**config.mk**
```make
export PLATFORM = sky130hd
export DESIGN_NAME = mbf_scale_cfg_master
export DESIGN_NICKNAME = d
export VERILOG_FILES = /design/src/rtl/mbf_scale_cfg_master.sv
export SDC_FILE = /design/constraint.sdc
export NUM_CORES = 1
export LEC_CHECK = 0
export BUFFER_PORTS_ARGS = -buffer_cell sky130_fd_sc_hd__buf_2
export CORE_ASPECT_RATIO = 0.8
export CORE_MARGIN = 4
export CORE_UTILIZATION = 53
export DETAILED_ROUTE_END_ITERATION = 10
export PLACE_DENSITY_LB_ADDON = 0.2
export RECOVER_POWER = 100
export SLEW_MARGIN = 20
export SYNTH_ARGS = -nofsm -noshare
export SYNTH_HDL_FRONTEND = slang
export SYNTH_SLANG_ARGS = --single-unit
```
**constraint.sdc**
```tcl
create_clock -name CLK -period 2.38 [get_ports CLK]
set_input_delay 0.476 -clock CLK [delete_from_list [all_inputs] [get_ports CLK]]
set_output_delay 0.476 -clock CLK [all_outputs]
set_load 0.005 [all_outputs]
```
**src/rtl/mbf_scale_cfg_master.sv**
```systemverilog
// mbf_scale_cfg_master
// Configuration initiator for the MBF FIR output-scale stages. It takes one host
// write (target index + shift value), pulses a one-hot request to the selected
// scale block, then waits for that block's done pulse or a timeout. The config
// bus holds the latched value until the next accepted write.
//
// Optional feature: define MBF_CFG_BROADCAST_EN so that Host_Sel all-ones configures
// slaves 0..NUM_SLAVES-1 in ascending order with the same data.
//
// Ports:
//   CLK, RST                      clock (rising edge), asynchronous active-high reset
//   Host_Wr/Host_Sel/Host_Data    host write strobe, target index, config value
//   Host_Ready                    1 = idle, write will be accepted
//   Host_Done/Host_Err            one-cycle completion / error (bad index, timeout) pulses
//   Last_Ack                      selected slave raised ACK during the last transaction
//   Cfg_Req/Cfg_Data              per-slave one-hot request, shared config data bus
//   Cfg_Ack/Cfg_Done              per-slave ACK level, per-slave done pulse
module mbf_scale_cfg_master #(
  parameter int unsigned NUM_SLAVES  = 4,
  parameter int unsigned SEL_WIDTH   = 4,
  parameter int unsigned CFG_WIDTH   = 24,
  parameter int unsigned TIMEOUT_CYC = 15
) (
  input  logic                  CLK,
  input  logic                  RST,
  input  logic                  Host_Wr,
  input  logic [SEL_WIDTH-1:0]  Host_Sel,
  input  logic [CFG_WIDTH-1:0]  Host_Data,
  output logic                  Host_Ready,
  output logic                  Host_Done,
  output logic                  Host_Err,
  output logic                  Last_Ack,
  output logic [NUM_SLAVES-1:0] Cfg_Req,
  output logic [CFG_WIDTH-1:0]  Cfg_Data,
  input  logic [NUM_SLAVES-1:0] Cfg_Ack,
  input  logic [NUM_SLAVES-1:0] Cfg_Done
);

  typedef enum logic [1:0] {StIdle, StReq, StWait, StGap} state_e;

  state_e                state_q;
  logic [SEL_WIDTH-1:0]  sel_q;
  logic [CFG_WIDTH-1:0]  cfg_data_q;
  logic [NUM_SLAVES-1:0] cfg_req_q;
  logic [7:0]            cnt_q;
  logic                  host_ready_q, host_done_q, host_err_q, last_ack_q;
`ifdef MBF_CFG_BROADCAST_EN
  logic                  bcast_q;
  logic                  bcast_ack_q;  // running AND of per-slave ACKs
  logic                  last_slave;
`endif

  logic [NUM_SLAVES-1:0] sel_oh;
  logic                  ack_sel, done_sel, host_sel_ok, timeout;

  function automatic logic [NUM_SLAVES-1:0] onehot(input logic [SEL_WIDTH-1:0] s);
    logic [NUM_SLAVES-1:0] oh;
    oh = '0;
    for (int unsigned i = 0; i < NUM_SLAVES; i++) begin
      oh[i] = (s == SEL_WIDTH'(i));
    end
    return oh;
  endfunction

  always_comb begin
    sel_oh      = onehot(sel_q);
    // Masking avoids indexing with a select that may be wider than the slave count.
    ack_sel     = |(Cfg_Ack & sel_oh);
    done_sel    = |(Cfg_Done & sel_oh);
    host_sel_ok = 32'(Host_Sel) < NUM_SLAVES;
    timeout     = (cnt_q == 8'(TIMEOUT_CYC - 1));
`ifdef MBF_CFG_BROADCAST_EN
    last_slave  = (sel_q == SEL_WIDTH'(NUM_SLAVES - 1));
`endif
  end

  always_ff @(posedge CLK or posedge RST) begin
    if (RST) begin
      state_q      <= StIdle;
      sel_q        <= '0;
      cfg_data_q   <= '0;
      cfg_req_q    <= '0;
      cnt_q        <= '0;
      host_ready_q <= 1'b1;
      host_done_q  <= 1'b0;
      host_err_q   <= 1'b0;
      last_ack_q   <= 1'b0;
`ifdef MBF_CFG_BROADCAST_EN
      bcast_q      <= 1'b0;
      bcast_ack_q  <= 1'b0;
`endif
    end else begin
      // Pulse-type outputs default low each cycle.
      host_done_q <= 1'b0;
      host_err_q  <= 1'b0;
      cfg_req_q   <= '0;
      unique case (state_q)
        StIdle: begin
          if (Host_Wr) begin
`ifdef MBF_CFG_BROADCAST_EN
            if (&Host_Sel) begin
              bcast_q      <= 1'b1;
              bcast_ack_q  <= 1'b1;
              sel_q        <= '0;
              cfg_data_q   <= Host_Data;
              cfg_req_q    <= onehot('0);
              host_ready_q <= 1'b0;
              state_q      <= StReq;
            end else
`endif
            if (host_sel_ok) begin
`ifdef MBF_CFG_BROADCAST_EN
              bcast_q      <= 1'b0;
`endif
              sel_q        <= Host_Sel;
              cfg_data_q   <= Host_Data;
              cfg_req_q    <= onehot(Host_Sel);
              host_ready_q <= 1'b0;
              state_q      <= StReq;
            end else begin
              host_err_q   <= 1'b1;
            end
          end
        end
        StReq: begin
          cnt_q      <= '0;
          last_ack_q <= 1'b0;
          state_q    <= StWait;
        end
        StWait: begin
          if (ack_sel) last_ack_q <= 1'b1;
          // Done takes priority over a coincident timeout.
          if (done_sel || timeout) begin
            state_q <= StGap;
            if (done_sel) begin
`ifdef MBF_CFG_BROADCAST_EN
              host_done_q <= !bcast_q || last_slave;
`else
              host_done_q <= 1'b1;
`endif
            end else begin
              host_err_q <= 1'b1;
            end
`ifdef MBF_CFG_BROADCAST_EN
            if (bcast_q) begin
              last_ack_q  <= bcast_ack_q & (last_ack_q | ack_sel);
              bcast_ack_q <= bcast_ack_q & (last_ack_q | ack_sel);
            end
`endif
          end else begin
            cnt_q <= cnt_q + 8'd1;
          end
        end
        StGap: begin
`ifdef MBF_CFG_BROADCAST_EN
          // host_err_q set here means the previous slave timed out: stop the sweep.
          if (bcast_q && !host_err_q && !last_slave) begin
            sel_q     <= sel_q + SEL_WIDTH'(1);
            cfg_req_q <= onehot(sel_q + SEL_WIDTH'(1));
            state_q   <= StReq;
          end else begin
            bcast_q      <= 1'b0;
            host_ready_q <= 1'b1;
            state_q      <= StIdle;
          end
`else
          host_ready_q <= 1'b1;
          state_q      <= StIdle;
`endif
        end
        default: state_q <= StIdle;
      endcase
    end
  end

  assign Host_Ready = host_ready_q;
  assign Host_Done  = host_done_q;
  assign Host_Err   = host_err_q;
  assign Last_Ack   = last_ack_q;
  assign Cfg_Req    = cfg_req_q;
  assign Cfg_Data   = cfg_data_q;

endmodule

```
Word level (Yosys, flattened, before mapping)
Index checks and enable logic that the tools add are counted.
{"block": "totals", "inputBits": 39, "out_inout_bits": 32, "regBits": 46}
{"block": "classes", "add_sub_neg": 1, "muxes": 22, "n_bitwise": 2, "eq_ne": 15, "n_reduce_logical": 13, "order_cmp": 1}
{"cell": "$eq 4x2->1 const B", "n": 4}
{"cell": "$pmux 8 s2", "n": 1}
{"cell": "$mux 4", "n": 3}
{"cell": "$mux 1", "n": 10}
{"cell": "$ne 2x2->1 const B", "n": 5}
{"cell": "$reduce_and 3->1", "n": 3}
{"cell": "$add 8x1->8 const B", "n": 1}
{"cell": "$and 4x4->4", "n": 2}
{"cell": "$eq 4x1->1 const B", "n": 2}
{"cell": "$eq 8x4->1 const B", "n": 1}
{"cell": "$logic_not 4->1", "n": 2}
{"cell": "$mux 8", "n": 1}
{"cell": "$pmux 2 s4", "n": 1}
{"cell": "$reduce_or 4->1", "n": 2}
{"cell": "$mux 2", "n": 3}
{"cell": "$pmux 1 s2", "n": 3}
{"cell": "$eq 2x2->1 const B", "n": 2}
{"cell": "$lt 4x3->1 const B", "n": 1}
{"cell": "$reduce_and 2->1", "n": 2}
{"cell": "$reduce_bool 2->1", "n": 2}
{"cell": "$eq 2x1->1 const B", "n": 1}
{"cell": "$logic_not 2->1", "n": 1}
{"cell": "$logic_or 1x1->1", "n": 1}

Longest topological paths before layout
Gate-level depths: netlist of the first run.
{"block": "depth", "depth_word": 6, "depth_mapped": 7, "depth_no_buf": 6}

Least setup slack after synthesis of the first run
OpenSTA, ideal clock, no wires.
{"block": "synth_timing", "path_type": "input port to flip-flop", "startpoint": "input port Cfg_Done[2]", "endpoint": "register state_q[1]", "arrival_ns": 1.467, "cell_stages": 4, "setup_ns": 0.125, "setup_slack_ns": 0.788, "cell_sequence": "mux2_4 -> a22oi_4 -> a32oi_2 -> mux2_4"}
{"block": "synth_via", "elab_chain_cells": 5}
{"item": "start: declaration", "line_no": "36", "text": "input logic [NUM_SLAVES-1:0] Cfg_Done"}
{"item": "$and 4x4->4", "line_no": "69", "text": "done_sel = |(Cfg_Done & sel_oh);"}
{"item": "$reduce_or 4->1", "line_no": "69"}
{"item": "$logic_or 1x1->1", "line_no": "133", "text": "if (done_sel || timeout) begin"}
{"item": "$ne 2x2->1 (no source line)"}
{"item": "$reduce_and 3->1 (no source line)"}
{"item": "end signal: assignment", "line_no": "79", "text": "state_q <= StIdle;"}
{"item": "end signal: assignment", "line_no": "128", "text": "state_q <= StWait;"}
{"item": "end signal: assignment", "line_no": "134", "text": "state_q <= StGap;"}
{"item": "end: declaration", "line_no": "41", "text": "state_e state_q;"}
No other way between the ends.
A chain may end at the register's enable or synchronous reset.

Final worst setup path of the first run
{"block": "layout_timing", "startpoint": "register state_q[1]", "endpoint": "register cfg_req_q[1], in the netlist Cfg_Req[1]"}
{"block": "layout_via", "elab_chain_cells": 2}
{"item": "start signal: assignment", "line_no": "79"}
{"item": "start signal: assignment", "line_no": "119", "text": "state_q <= StReq;"}
{"item": "start signal: assignment", "line_no": "128"}
{"item": "$logic_not 2->1", "line_no": "97", "text": "unique case (state_q)"}
{"item": "$mux 4", "line_no": "97"}
{"item": "end signal: assignment", "line_no": "117", "text": "cfg_req_q <= onehot(Host_Sel);"}
{"item": "end: declaration", "line_no": "44", "text": "logic [NUM_SLAVES-1:0] cfg_req_q;"}
No other way between the ends.

==> results of run 1 <==
## metrics by stage
| stage | cell area [µm²] | util (%) | std cells |
|---|---|---|---|
| 5_1_grt | 2450 | 69.1 | 316 |
| 3_3_place_gp | 2410 | 68.1 | 309 |
| 2_1_floorplan | 2010 | - | 201 |
| 6_report | 2450 | 69.1 | 316 |
| 3_5_place_dp | 2410 | 68.1 | 309 |
| 4_1_cts | 2490 | 70.3 | 316 |
## cell type report
type	instances	share of cell area, %
Timing Repair Buffer	73	14.0
Clock buffer	6	2.96
Multi-Input combinational cell	144	32.9
Tap cell	42	2.15
Inverter	4	0.613
Clock inverter	1	0.307
Sequential cell	46	47.1
## flip-flops by register name (all words and copies together), names as in the netlist
register	flops
Cfg_Data	24
cnt_q	8
Cfg_Req	4
sel_q	4
state_q	2
Host_Done	1
Host_Err	1
Host_Ready	1
Last_Ack	1
## power groups by stage
stage | sequential (W) | combinational [W] | clock, W
floorplan | 0.00127 | 0.000559 | 0
global placement | 0.00126 | 0.000921 | 0
detailed placement | 0.00126 | 0.000964 | 0
CTS | 0.00125 | 0.000965 | 0.000460
global route | 0.00130 | 0.00103 | 0.000498
finish | 0.00125 | 0.000904 | 0.000441
## worst max-delay path: cells and delay by family (launching register included)
family | cells | cell delay (ns)
DFF | 1 | 0.43
and+or+nand+nor | 2 | 0.60
adders and majority gates | 1 | 0.22
buffers and inverters | 2 | 0.52
## logic make-up (layout without fill, tap and decap cells)
| group | Yosys count | count (layout) | share of synthesized area [%] |
|---|---|---|---|
| adder cells (fa/ha/maj) | 6 | 6 | 3.73 |
| multiplexers | 12 | 12 | 7.34 |
| AO/OA/AOI/OAI | 7 | 7 | 3.98 |
| AND/OR/NAND/NOR | 119 | 119 | 25.6 |
| buffers and inverters | 11 | 84 | 2.05 |
| flip-flops | 46 | 46 | 57.3 |
## routing by layer
metal	up-vias	track usage [%]	wire, µm
met2	47	31.3	2030
met3	8	4.99	298
met5	-	0	0
met1	763	24.2	1840
li1	800	-	-
met4	0	8.82	76
## worst max path at each step
stage | from | end | slack, ns | cells past startpoint
floorplan | Cfg_Done[2] | state_q[1] | 0.79 | 4
global placement | Cfg_Done[2] | state_q[1] | 0.62 | 5
detailed placement | Cfg_Done[2] | state_q[1] | 0.57 | 5
CTS | state_q[1] | Cfg_Req[1] | 0.61 | 5
global route | state_q[0] | Cfg_Req[1] | 0.37 | 5
finish | state_q[1] | Cfg_Req[1] | 0.52 | 5
## Yosys cell counts (2+ instances only)
library cell | n | area, µm²
sky130_fd_sc_hd__and2_1 | 3 | 18.8
sky130_fd_sc_hd__mux2_4 | 2 | 30.0
sky130_fd_sc_hd__dfrtp_1 | 45 | 1130
sky130_fd_sc_hd__nor3_1 | 2 | 10.0
sky130_fd_sc_hd__nand4_1 | 3 | 18.8
sky130_fd_sc_hd__nand2b_1 | 2 | 12.5
sky130_fd_sc_hd__nor3b_1 | 2 | 15.0
sky130_fd_sc_hd__nor2_1 | 3 | 11.3
sky130_fd_sc_hd__inv_1 | 4 | 15.0
sky130_fd_sc_hd__clkbuf_1 | 6 | 22.5
sky130_fd_sc_hd__ha_1 | 6 | 75.1
sky130_fd_sc_hd__nand2_1 | 89 | 334
sky130_fd_sc_hd__mux2i_1 | 8 | 80.1
sky130_fd_sc_hd__nand3_1 | 6 | 30.0
sky130_fd_sc_hd__and3_1 | 5 | 31.3
## placed cells by master, fill, tap and decap left out, types with 2 or more instances in the layout
cell	count
sky130_fd_sc_hd__mux2_4	2
sky130_fd_sc_hd__clkbuf_1	19
sky130_fd_sc_hd__nor2_1	3
sky130_fd_sc_hd__inv_1	4
sky130_fd_sc_hd__dfrtp_1	45
sky130_fd_sc_hd__ha_1	6
sky130_fd_sc_hd__buf_2	52
sky130_fd_sc_hd__clkbuf_8	5
sky130_fd_sc_hd__nor3b_1	2
sky130_fd_sc_hd__clkbuf_2	3
sky130_fd_sc_hd__nand4_1	3
sky130_fd_sc_hd__nor3_1	3
sky130_fd_sc_hd__nand3_1	6
sky130_fd_sc_hd__and2_1	2
sky130_fd_sc_hd__and3_1	5
sky130_fd_sc_hd__nand2b_1	2
sky130_fd_sc_hd__nand2_1	89
sky130_fd_sc_hd__mux2i_1	8
==> key figures, run 1 <==
Detailed routing
  – Total DRC errors in the routed layout: 0
  – Vias after detailed routing: 1618
  – Total Routed Length: 4240 µm
  – First-pass DRT Iterations: 4
  – DR WL/cell: 13.4 µm
  – Iteration-0 DRC count of the detailed router: 81
  – Mean number of vias per cell: 5.12
  – Number of nets still failing antenna checks after routing: 0

Setup path
  – Sequence of cells on the critical path: inv_1, ha_1, nand3_1, clkbuf_2, nor3b_1
  – Worst flop-to-flop path startpoint: state_q[1]
  – Startpoint types: flip-flop
  – Slowest-stage cell, CP: sky130_fd_sc_hd__dfrtp_1
  – Type of the worst setup path: reg2reg
  – Count of cells along the worst register-to-register path: 5
  – Critical path required time: between 2 and 3 ns
  – Minimum setup slack among reg-to-reg paths: about 0.52 ns
  – Largest incremental delay on the critical path: 0.43 ns
  – Largest fanout on the critical path: 22
  – Destination of the worst register-to-register timing path: Cfg_Req[1]
  – Critical path capture point type: flip-flop
  – Endpoint arrival time on the critical path: approximately 2.1 ns

Pwr
  – Fraction of power consumed by sequential logic: roughly half
  – Net switching share of the total power: 34.9%
  – Peak supply drop: 0.000728 V
  – Combinational power share: 34.8%
  – Power, Total: roughly 0.0026 W
  – Clock group share of total power: approximately 17%
  – Static leakage power: 1.37 nW
  – Internal power of the cells: 0.00169 W
  – Net switching component of the power: 0.000907 W
  – Power density over cell area: about 1100 nW/µm²

Clocking
  – Number of buffers inserted by post-CTS setup repair: 0
  – Cts bufs inserted: 5
  – Resized cells post-CTS: 0
  – Clk root buf: sky130_fd_sc_hd__clkbuf_8
  – CTS HTree Levels: 2
  – TritonCTS clock tree: yes
  – Cts-stage hold buffer count: 0
  – Latest clock arrival within the worst-skew pair: 0.30 ns
  – Clock tree sinks: 46
  – Reg clk slew, reported paths: around 0.080 ns
  – Largest buffer count on any clock path: 2

Hold path
  – Path category of the worst min-delay check: in2reg
  – Worst Hold Path Cells: 3
  – Origin of the worst min-delay path: Host_Data[19]
  – Hold EP: Cfg_Data[19]

STA
  – Slew headroom: 28.7%
  – Worst setup slack after layout: 0.519 ns
  – Final min period: between 1.5 and 2 ns
  – Worst Max-Slew Pin Slew: about 1.1 ns
  – Total Neg Setup Slack: 0 ns
  – Worst-case clock skew: about 0.0071 ns
  – Final-report hold violation count: 0
  – Total count of max-transition violations in the final report: 0
  – Unrepaired setup endpoints after global routing: false
  – Hold slack: 0.362 ns
  – Number of setup violations in the final report: 0
  – Final cycle utilization of the critical path: 78.2%
  – Highest attainable clock frequency: about 540 MHz

Floorplan
  – Vertical die dimension: 63.1 µm
  – Initial standard-cell utilization of the core: around 57%
  – Ports placed on the boundary: 71
  – Die area: about 4900 µm²
  – Die width: 76.9 µm
  – Number of placement rows: 19
  – Core Area: about 3500 µm²

Place
  – Placer Congestion: around 0.84
  – PortBufs: 70
  – Worst setup slack before clock tree synthesis: 0.568 ns
  – Half-perimeter wire length after detailed placement: 3120 µm

Synthesis
  – Syn Area/Cell: 10.0 µm²
  – Post-synthesis instance area: 2010 µm²
  – Number of synthesized flops with an enable pin: 0
  – Fraction of registers with async set/reset: 100%
  – Net Count, Synth: roughly 250
  – Total of warnings raised by yosys: 0
  – Sequential cell area fraction in the yosys report: 57.3%
  – FF+latch count, synth: 46
  – Top FF cell, synth: sky130_fd_sc_hd__dfrtp_1
  – Number of standard cells after synthesis: 201
  – Post-synthesis cell type count: 30

Final layout
  – Fill cell total of the finished layout: 307
  – Number of diodes: 0
  – Multi-input gate area: just over 800 µm²
  – Fraction of layout instances using a drive strength above 1: 24.5%
  – Area delta synth->final: 21.7%
  – Register area: 1150 µm²
  – Net count reported at finish: approximately 320

Global routing
  – Vias in the first global route: 1635
  – Pin count of the biggest net entering global routing: 47
  – Remaining global-route overflow: 0
  – Wire length of the first global-routing pass: around 7400 µm
  – Combined global-route utilization of all metal layers: 19.2%
  – Initial antenna violation count: 0

Status
  – Run status: completed

Flow run
  – Maximum Capacitance Violations: 0
No activity file was read; power rests on OpenSTA's default activity.
==> inputs of run 2 (changes only) <==
--- a/config.mk
+++ b/config.mk
@@ -8,7 +8,7 @@
 export BUFFER_PORTS_ARGS = -buffer_cell sky130_fd_sc_hd__buf_2
 export CORE_ASPECT_RATIO = 0.8
 export CORE_MARGIN = 4
-export CORE_UTILIZATION = 53
+export CORE_UTILIZATION = 49
 export DETAILED_ROUTE_END_ITERATION = 10
 export PLACE_DENSITY_LB_ADDON = 0.2
 export RECOVER_POWER = 100
==> constraint.sdc (replaced) <==
create_clock -name CLK -period 1.8 [get_ports CLK]
set_input_delay 0.36 -clock CLK [delete_from_list [all_inputs] [get_ports CLK]]
set_output_delay 0.36 -clock CLK [all_outputs]
set_load 0.005 [all_outputs]
==> key figures, run 2 (same netlist as run 1, synthesis figures left out) <==
Setup path
  – Count of cells along the worst register-to-register path: 4 (-1)
  – Type of the worst setup path: reg2reg
  – Worst flop-to-flop path startpoint: sel_q[2]
  – Endpoint arrival time on the critical path: 1.83 ns (-0.24 ns)
  – Critical path capture point type: flip-flop
  – Minimum setup slack among reg-to-reg paths: 0.15 ns (-0.37 ns)
  – Destination of the worst register-to-register timing path: state_q[1]
  – Largest fanout on the critical path: 4 (-82%)
  – Startpoint types: flip-flop
  – Critical path required time: 1.98 ns (-0.61 ns)

Detailed routing
  – Total Routed Length: 4410 µm (+3.8%)
  – First-pass DRT Iterations: 4 (unchanged)
  – Total DRC errors in the routed layout: 0 (unchanged)
  – Mean number of vias per cell: 4.89 (-4.5%)
  – Iteration-0 DRC count of the detailed router: 104 (+28%)
  – DR WL/cell: 13.2 µm (-1.5%)
  – Vias after detailed routing: 1629 (+0.68%)
  – Number of nets still failing antenna checks after routing: 0 (unchanged)

Status
  – Run status: completed

Floorplan
  – Number of placement rows: 20 (+1)
  – Initial standard-cell utilization of the core: 51.9% (-4.9 points)
  – Core Area: 3880 µm² (+9.5%)
  – Vertical die dimension: 65.3 µm (+3.5%)
  – Die width: 79.6 µm (+3.6%)
  – Ports placed on the boundary: 71 (unchanged)
  – Die area: 5200 µm² (+7.2%)

STA
  – Unrepaired setup endpoints after global routing: false
  – Final cycle utilization of the critical path: 91.8% (+14 points)
  – Worst setup slack after layout: 0.148 ns (-0.371 ns)
  – Slew headroom: 29.1% (+0.45 points)
  – Number of setup violations in the final report: 0 (unchanged)
  – Final min period: 1.65 ns (-0.209 ns)
  – Total count of max-transition violations in the final report: 0 (unchanged)
  – Final-report hold violation count: 0 (unchanged)
  – Worst-case clock skew: 0.00269 ns (-0.00444 ns)
  – Total Neg Setup Slack: 0 ns (unchanged)
  – Worst Max-Slew Pin Slew: 1.06 ns (-0.00676 ns)
  – Highest attainable clock frequency: 605 MHz (+13%)
  – Hold slack: 0.256 ns (-0.105 ns)

Clocking
  – Clock tree sinks: 46 (unchanged)
  – CTS HTree Levels: 2 (unchanged)
  – Cts-stage hold buffer count: 0 (unchanged)
  – Cts bufs inserted: 5 (unchanged)
  – Largest buffer count on any clock path: 2 (unchanged)
  – TritonCTS clock tree: yes
  – Resized cells post-CTS: 0 (unchanged)
  – Number of buffers inserted by post-CTS setup repair: 0 (unchanged)
  – Reg clk slew, reported paths: 0.08 ns (about the same)
  – Clk root buf: sky130_fd_sc_hd__clkbuf_8
  – Latest clock arrival within the worst-skew pair: 0.29 ns (about the same)

Place
  – Worst setup slack before clock tree synthesis: 0.206 ns (-0.362 ns)
  – PortBufs: 70 (unchanged)
  – Placed inst area: 2470 µm² (+2.6%)
  – Placer Congestion: 0.833 (-1.3%)
  – Half-perimeter wire length after detailed placement: 3240 µm (+3.9%)

Hold path
  – Worst Hold Path Cells: 3 (unchanged)
  – Origin of the worst min-delay path: Host_Data[2]
  – Hold EP: Cfg_Data[2]
  – Path category of the worst min-delay check: in2reg

Global routing
  – Initial antenna violation count: 0 (unchanged)
  – Pin count of the biggest net entering global routing: 47 (unchanged)
  – Vias in the first global route: 1604 (-1.9%)
  – Wire length of the first global-routing pass: 7430 µm (+0.38%)
  – Remaining global-route overflow: 0 (unchanged)
  – Combined global-route utilization of all metal layers: 18.4% (-0.83 points)

Pwr
  – Net switching share of the total power: 33.4% (-1.5 points)
  – Net switching component of the power: 0.00122 W (+35%)
  – Fraction of power consumed by sequential logic: 45.3% (-2.9 points)
  – Internal power of the cells: 0.00243 W (+44%)
  – Combinational power share: 34.6% (-0.2 points)
  – Power density over cell area: 1440 nW/µm² (+35%)
  – Peak supply drop: 0.000739 V (+1.5%)
  – Clock group share of total power: 20.1% (+3.1 points)
  – Static leakage power: 1.42 nW (+3.1%)

Final layout
  – Area delta synth->final: 26.4%
  – Fraction of layout instances using a drive strength above 1: 27.0% (+2.5 points)
  – Largest register FFs: 24 (unchanged)
  – Design Area, Final: 2540 µm² (+3.9%)
  – Fill cell total of the finished layout: 342 (+11%)
  – Number of diodes: 0 (unchanged)
  – Multi-input gate area: 811 µm² (+0.62%)
  – Most frequent cells in the layout: sky130_fd_sc_hd__nand2_1, sky130_fd_sc_hd__buf_2, sky130_fd_sc_hd__dfrtp_1
  – Net count reported at finish: 322 (+0.94%)
  – Most common library cell in the layout ignoring fill and taps: sky130_fd_sc_hd__nand2_1
  – Register area: 1150 µm² (unchanged)

Flow run
  – Maximum Capacitance Violations: 0 (unchanged)
## run 2: changes by cell type in the layout (fill, tap and decap cells not counted), sizes merged
cell,before,now
buf,52,59
bufinv,0,1
clkbuf,27,23
## run 2: metrics by stage
stage          util (%)  power, W  instances
6_report           65.6   0.00366        333
5_1_grt            65.6   0.00398        333
4_1_cts            66.6   0.00375        333
3_5_place_dp       63.8   0.00300        325
3_3_place_gp       63.8   0.00294        325
2_1_floorplan         -   0.00241        201
## run 2: power by group through the flow
stage,Sequential [W],Combinational (W),Clock (W)
after CTS,0.00165,0.00134,0.000761
final,0.00166,0.00126,0.000736
after global routing,0.00171,0.00145,0.000814
after global placement,0.00165,0.00129,0
after floorplan,0.00167,0.000739,0
after detailed placement,0.00166,0.00134,0
## run 2: worst max-delay path: stages (launching register included)
cell and delay, ns:
sky130_fd_sc_hd__dfrtp_1 0.41, sky130_fd_sc_hd__nor3b_1 0.37, sky130_fd_sc_hd__a22oi_4 0.14, sky130_fd_sc_hd__a32oi_1 0.30, sky130_fd_sc_hd__mux2_4 0.32
## run 2: layout make-up
cell class,instances,area share (%)
timing repair buffer,76,15.2
sequential,46,45.3
clock buffer,6,2.85
clock inverter,2,1.48
tap,55,2.71
inverter,4,0.590
multi-input combinational,144,31.9
## run 2: worst max-delay path by stage
stage | startpoint | end | slack [ns]
2_1_floorplan | state_q[0] | Cfg_Data[0] | 0.23
3_3_place_gp | sel_q[2] | state_q[1] | 0.27
3_5_place_dp | sel_q[0] | cnt_q[1] | 0.21
4_1_cts | sel_q[0] | cnt_q[1] | 0.19
5_1_grt | state_q[0] | cnt_q[4] | 0.08
6_report | sel_q[2] | state_q[1] | 0.15
## run 2: metal layers
metal / vias up / share of wire (%) / global-route usage, %
li1: 811 / - / -
met1: 768 / 46 / 24.7
met2: 48 / 47 / 30.3
met5: - / 0 / 0
met4: 0 / 0.091 / 3.43
met3: 2 / 7.2 / 4.93
